--- src/rtl/vote_controller.sv ---
// Four-vote majority collector with an idle timeout in COLLECT.
// Every output comes straight from a flop; next values are formed in one combinational block.
module vote_controller #(
    parameter int unsigned TIMEOUT = 15
) (
    input  logic       clk,
    input  logic       rst_b,
    input  logic       start,
    input  logic       vote_valid,
    input  logic       vote_bit,
    output logic       vote_ready,
    output logic       busy,
    output logic       done,
    output logic       result,
    output logic       error,
    output logic [3:0] votes,
    output logic [2:0] ones_count
);

    typedef enum logic [1:0] {IDLE, COLLECT, DECIDE, DONE} state_t;

    localparam logic [7:0] IDLE_LIMIT = 8'(TIMEOUT - 1);

    state_t     state, state_nx;
    logic [2:0] vote_cnt, vote_cnt_nx;
    logic [7:0] idle_cnt, idle_cnt_nx;
    logic [3:0] votes_nx;
    logic [2:0] ones_nx;
    logic       vote_ready_nx, busy_nx, done_nx, result_nx, error_nx;
    logic       accept;

    always_ff @(posedge clk or negedge rst_b) begin
        if (!rst_b) begin
            state      <= IDLE;
            vote_cnt   <= '0;
            idle_cnt   <= '0;
            votes      <= '0;
            ones_count <= '0;
            vote_ready <= 1'b0;
            busy       <= 1'b0;
            done       <= 1'b0;
            result     <= 1'b0;
            error      <= 1'b0;
        end else begin
            state      <= state_nx;
            vote_cnt   <= vote_cnt_nx;
            idle_cnt   <= idle_cnt_nx;
            votes      <= votes_nx;
            ones_count <= ones_nx;
            vote_ready <= vote_ready_nx;
            busy       <= busy_nx;
            done       <= done_nx;
            result     <= result_nx;
            error      <= error_nx;
        end
    end

    always_comb begin
        state_nx    = state;
        vote_cnt_nx = vote_cnt;
        idle_cnt_nx = idle_cnt;
        votes_nx    = votes;
        ones_nx     = ones_count;
        result_nx   = result;
        error_nx    = error;
        done_nx     = 1'b0;
        accept      = vote_ready && vote_valid;

        case (state)
            IDLE: begin
                if (start) begin
                    state_nx    = COLLECT;
                    vote_cnt_nx = '0;
                    idle_cnt_nx = '0;
                    votes_nx    = '0;
                    ones_nx     = '0;
                    result_nx   = 1'b0;
                    error_nx    = 1'b0;
                end
            end
            COLLECT: begin
                // Once four votes are in, COLLECT lingers one cycle with vote_ready low,
                // so DECIDE starts five edges after start and done follows on the sixth.
                if (vote_cnt == 3'd4) begin
                    state_nx = DECIDE;
                end else if (accept) begin
                    votes_nx[2'd3 - vote_cnt[1:0]] = vote_bit;
                    ones_nx     = ones_count + {2'b00, vote_bit};
                    vote_cnt_nx = vote_cnt + 3'd1;
                    idle_cnt_nx = '0;
                end else if (idle_cnt == IDLE_LIMIT) begin
                    state_nx  = DONE;
                    error_nx  = 1'b1;
                    result_nx = 1'b0;
                    done_nx   = 1'b1;
                end else begin
                    idle_cnt_nx = idle_cnt + 8'd1;
                end
            end
            DECIDE: begin
                result_nx = (ones_count >= 3'd3);
                state_nx  = DONE;
                done_nx   = 1'b1;
            end
            DONE: begin
                state_nx = IDLE;
            end
            default: begin
                state_nx = IDLE;
            end
        endcase

        vote_ready_nx = (state_nx == COLLECT) && (vote_cnt_nx != 3'd4);
        busy_nx       = (state_nx == COLLECT) || (state_nx == DECIDE);
    end

endmodule

--- config.mk ---
export PLATFORM = sky130hd
export DESIGN_NAME = vote_controller
export DESIGN_NICKNAME = d
export VERILOG_FILES = /design/src/rtl/vote_controller.sv
export SDC_FILE = /design/constraint.sdc
export NUM_CORES = 1
export LEC_CHECK = 0
export CORE_MARGIN = 1.5
export CORE_UTILIZATION = 60
export DETAILED_ROUTE_END_ITERATION = 16
export DONT_BUFFER_PORTS = 1
export PLACE_DENSITY_LB_ADDON = 0.2
export RECOVER_POWER = 50
export SKIP_LAST_GASP = 1
export SYNTH_ARGS = -nofsm -noshare
export SYNTH_HDL_FRONTEND = slang
export SYNTH_SLANG_ARGS = --single-unit
--- constraint.sdc ---
create_clock -name clk -period 2.3 [get_ports clk]
set_input_delay 0.575 -clock clk [delete_from_list [all_inputs] [get_ports clk]]
set_output_delay 0.575 -clock clk [all_outputs]
set_load 0.01 [all_outputs]
# --- Word-level counts from Yosys, hierarchy flattened ---
# Index checks and enable logic that the tools add are counted.
# W data, S select, Z words.
word_totals:
  ff_bits: 25
  inputBits: 5
  output_inout_bits: 12
  elab_cells: 80
op_classes:
  n_addsub: 4
  n_lt_le_gt_ge: 3
  eq_ne: 14
  muxes: 38
  n_reduce_logical: 11
op_table:
  columns: ["operator", "n"]
  rows:
  - ["$mux W8", 4]
  - ["$mux W3", 6]
  - ["$pmux W8 S2", 1]
  - ["$mux W4", 3]
  - ["$pmux W3 S2", 2]
  - ["$mux W1", 11]
  - ["$ne A2 B2 Y1 const B", 5]
  - ["$reduce_and A5 Y1", 2]
  - ["$add A8 B1 Y8 const B", 1]
  - ["$eq A8 B4 Y1 const B", 1]
  - ["$mux W2", 4]
  - ["$pmux W2 S4", 1]
  - ["$pmux W4 S2", 1]
  - ["$reduce_and A4 Y1", 2]
  - ["$eq A2 B2 Y1 const B", 3]
  - ["$ne A3 B3 Y1 const B", 2]
  - ["$bwmux W4", 1]
  - ["$eq A2 B1 Y1 const B", 2]
  - ["$pmux W1 S2", 2]
  - ["$add A3 B1 Y3", 1]
  - ["$add A3 B1 Y3 const B", 1]
  - ["$eq A3 B3 Y1 const B", 1]
  - ["$ge A3 B2 Y1 const B", 1]
  - ["$logic_and A1 B1 Y1", 3]
  - ["other kinds (9)", 9]

# --- Depth between registers and ports, before layout ---
# Gate-level depths: netlist (run 1).
logic_depth:
  word_depth: 9
  depth_mapped: 9
  depth_no_buf: 9

# --- Worst setup path before layout (run 1) ---
# Ideal clock, no wire load.
synth_path:
  path_kind: "input port to flip-flop"
  start: "in vote_valid"
  end: "reg busy"
  setup_ns: 0.113
  t_arrival_ns: 1.734
  required_time_ns: 2.187
  slack_ns: 0.454
  cell_stages: 7
  n_path_buf: 1
  path_cell_list: "and2_1 -> clkbuf_1 -> nor3_2 -> o21ai_0 -> a22o_1 -> ha_1 -> inv_1"
synth_via:
  elab_chain_len: 6
  word_cells_on_any_way: 7
  classes_between: "eq/ne (2); mux (3); reduce/logical (2)"
synth_rtl:
  columns: ["element", "line_no", "rtl"]
  rows:
  - ["start: declaration", "9", "input logic vote_valid,"]
  - ["$logic_and A1 B1 Y1 *", "67", "accept = vote_ready && vote_valid;"]
  - ["$mux W2 *", "86", "end else if (accept) begin"]
  - ["$mux W2 *", "84", "if (vote_cnt == 3'd4) begin"]
  - ["$pmux W2 S4 *", "69", "case (state)"]
  - ["$eq A2 B1 Y1 or $eq A2 B2 Y1 (tied branches)", "114", "busy_nx = (state_nx == COLLECT) || (state_nx == DECIDE);"]
  - ["$logic_or A1 B1 Y1 *", "114", null]
  - ["named net busy_nx", "29", "logic vote_ready_nx, busy_nx, done_nx, result_nx, error_nx;"]
  - ["end signal: assignment", "51", "busy <= busy_nx;"]
  - ["end: declaration", "12", "output logic busy,"]
# The timed path passes the listed nets; every way through them passes the cells marked *.
# A chain may end at the register's enable or synchronous reset.

# --- Worst setup path after layout (run 1) ---
layout_path:
  start: "reg idle_cnt[0]"
  end: "reg vote_ready"
layout_via:
  elab_chain_len: 7
layout_rtl:
  columns: ["element", "line_no", "rtl"]
  rows:
  - ["start: declaration", "26", "logic [7:0] idle_cnt, idle_cnt_nx;"]
  - ["start signal: assignment", "47", "idle_cnt <= idle_cnt_nx;"]
  - ["$eq A8 B4 Y1", "91", "end else if (idle_cnt == IDLE_LIMIT) begin"]
  - ["$mux W2", "91", null]
  - ["$mux W2", "86", null]
  - ["$mux W2", "84", null]
  - ["$pmux W2 S4", "69", null]
  - ["$eq A2 B1 Y1", "113", "vote_ready_nx = (state_nx == COLLECT) && (vote_cnt_nx != 3'd4);"]
  - ["$logic_and A1 B1 Y1", "113", null]
  - ["named net vote_ready_nx", "29", null]
  - ["end signal: assignment", "50", "vote_ready <= vote_ready_nx;"]
  - ["end: declaration", "11", "output logic vote_ready,"]
# The timed path passes the listed nets, and every way through them passes these cells.

==> results of run 1 <==
[path summary, 6_finish.rpt]
check | start | endpoint | slack, ns | depth (start not counted)
worst max register to register | idle_cnt[0] | vote_ready | 0.27 | 9
worst min register to register | idle_cnt[4] | idle_cnt[4] | 0.55 | 1
worst min-delay path | start | state[1] | 0.45 | 2
max in group asynchronous | rst_b | votes[2] | 1.00 | 1
min in group asynchronous | rst_b | idle_cnt[5] | 0.51 | 1
worst max-delay path | idle_cnt[0] | vote_ready | 0.27 | 9
[repair_timing]
action | in CTS | in global routing
hold endpoints to repair | 25 | 0
gates resized for setup | 0 | 0
hold buffers | 1 | 0
[kinds of logic (layout without fill, tap and decap cells)]
kind of cell	after synthesis	after routing	share of synthesized area, %
flip-flops	25	25	40.0
XOR/XNOR	3	3	1.68
adder cells (fa/ha/maj)	13	13	10.4
buffers and inverters	15	18	5.28
AO/OA/AOI/OAI	35	35	15.3
AND/OR/NAND/NOR	65	65	23.4
multiplexers	6	6	3.92
[routing by layer]
layer	GRT usage [%]	part of all wire (%)	wire length, um	vias to the layer above
met1	33.4	45	1480	619
met3	4.17	4.2	137	7
met2	40.7	49	1590	34
li1	-	-	-	587
met4	13.3	2.0	65	0
met5	0	0	0	-
[registers in the layout, indices dropped and copies added, names as in the netlist]
name and cells:
busy 1, done 1, error 1, idle_cnt 8
ones_count 3, result 1, state 2, vote_cnt 3
vote_ready 1, votes 4
[metrics by stage]
| step | worst slack, ns | hold WS, ns | util (%) | total power, mW | instance area, sq um |
|---|---|---|---|---|---|
| CTS | 0.272 | 0.0379 | 65.6 | 1.89 | 1630 |
| finish | 0.266 | 0.446 | 64.9 | 1.89 | 1610 |
| global placement | 0.358 | 0.280 | 63.7 | 1.63 | 1580 |
| detailed placement | 0.298 | 0.280 | 63.7 | 1.67 | 1580 |
| floorplan | 0.454 | 0.279 | - | 1.49 | 1560 |
| global route | 0.0843 | 0.469 | 64.9 | 2.04 | 1610 |
[Yosys cell counts (all sizes together), types with 4 or more instances]
master	instances	area, sq um
a21oi	5	25.0
buf	4	41.3
dfrtp	25	626
ha	13	163
inv	10	37.5
mux2i	5	50.1
nand2	23	88.8
nand3	7	40.0
nor2	8	30.0
nor4	4	40.0
o21ai	8	40.0
[cell type report]
class / instances / area (sq um)
Clock buffer: 4 / 26.3
Multi-Input combinational cell: 122 / 856
Inverter: 10 / 37.5
Timing Repair Buffer: 4 / 26.3
Fill cell: 214 / 868
Tap cell: 30 / 37.5
Sequential cell: 25 / 626
[report_power, final]
part / switching (mW) / internal, mW
Sequential: 0.149 / 0.560
Combinational: 0.563 / 0.407
Clock: 0.140 / 0.0681
[critical path, stage by stage, from the launching register on]
cell and delay (ns):
dfrtp_1 0.48, inv_1 0.09, ha_1 0.15, nand4b_1 0.20, nor3_2 0.30, o21ai_0 0.18
a22o_1 0.25, ha_1 0.17, inv_1 0.05, a41oi_1 0.04
==> results.ini, run 1 <==
[grt]
grt_max_degree = 26
grt_overflow = 0
grtUsageTotal_pct = 25.6
grt_pass1_vias = 1271
antenna_found_initial = 0
grt_pass1_wl_um = 5430

[synthesis]
seq_area_frac_synth_pct = 40.0
syn-instance-count = 162
synth_flop_cell = dfrtp_1
synth_warnings = 0
ys_ff_latch = 25
ys_types = 47
syn_nets = 180
synth_area_sq_mm = 0.00156
synth_edf_count = 0
syn_avg_cell_area_sq_um = 9.65
async_flop_share_pct = 100

[layout]
drive_gt1_share_pct = 8.48
diodes = 0
finalNetCount = 184
mostFrequentLayoutCell = dfrtp_1
syn_to_final_growth_pct = 2.88
fin_cells = 195
mostFrequentLayoutCells = 25 x dfrtp_1, 22 x nand2_1, 13 x ha_1

[cts]
cts-root-buf = clkbuf_4
postCtsSetupBuffers = 0
clk_path_buf_depth = 2
cts.sinks = 25
clk_transition_reported_paths_ns = 0.14
cts_htree_levels = 1
cts_buffers = 3
clock_latency_ns = 0.33
cts_tree = done

[setup_path]
critPathRequiredTime_ns = 2.50
critical_path.max_fanout = 7
crit_type = reg2reg
cp-start-kind = register
cp-end-kind = register
crit_arrival_ns = 2.24

[placed_design]
dp_hpwl_um = 2390
gp_congestion = 0.922
placed_cells_incl_taps = 190
io_buffers = 0

[route]
drt-wirelength-per-cell_um = 16.8
drc = 0
drt-total-wl_um = 3280
postRouteAntennaNets = 0
first_iter_violations = 34
via_per_inst = 6.39
first_pass_iters = 4
vias = 1247

[power]
irDropWorstVdd_uv = 762
cellPowerDensity_mw_per_mm2 = 1170
p_leak_nw = 0.745

[sta]
setup_violations = 0
final.min_clock_period_ns = 2.03
slew_headroom_pct = 10.1
slew_violations = 0
fin_skew_ns = 0.00312
rsz0062_at_grt = false
max_freq_mhz = 492
worstMarginPinSlew_ns = 1.35
hold_viol_final = 0
period_share_pct = 88.4
finalSetupTns_ns = 0

[die]
die_w_um = 54.1
die_y_um = 54.1
fp-row-count = 18
coreArea_sq_mm = 0.00248
start_util_pct = 63.1
die_area_sq_mm = 0.00292
io_pins = 17

[flow_run]
maxCapViolations = 0

[status]
status = finished clean

[min_path]
hold_path_class = in2reg

Power figures use the tool's default switching activity.
==> inputs of run 2 (changes only) <==
- SKIP_CTS_REPAIR_TIMING: default -> 1
==> results of run 2 <==
No change in the layout: final DEF, timing and power equal those of run 1.
Among the figures that moved: via count of the first global-routing pass 1271 -> 1267; overall routing resource usage 25.6% -> 25.7%; met1 usage 33.4% -> 34.0%; met2 usage 40.7% -> 40.2%
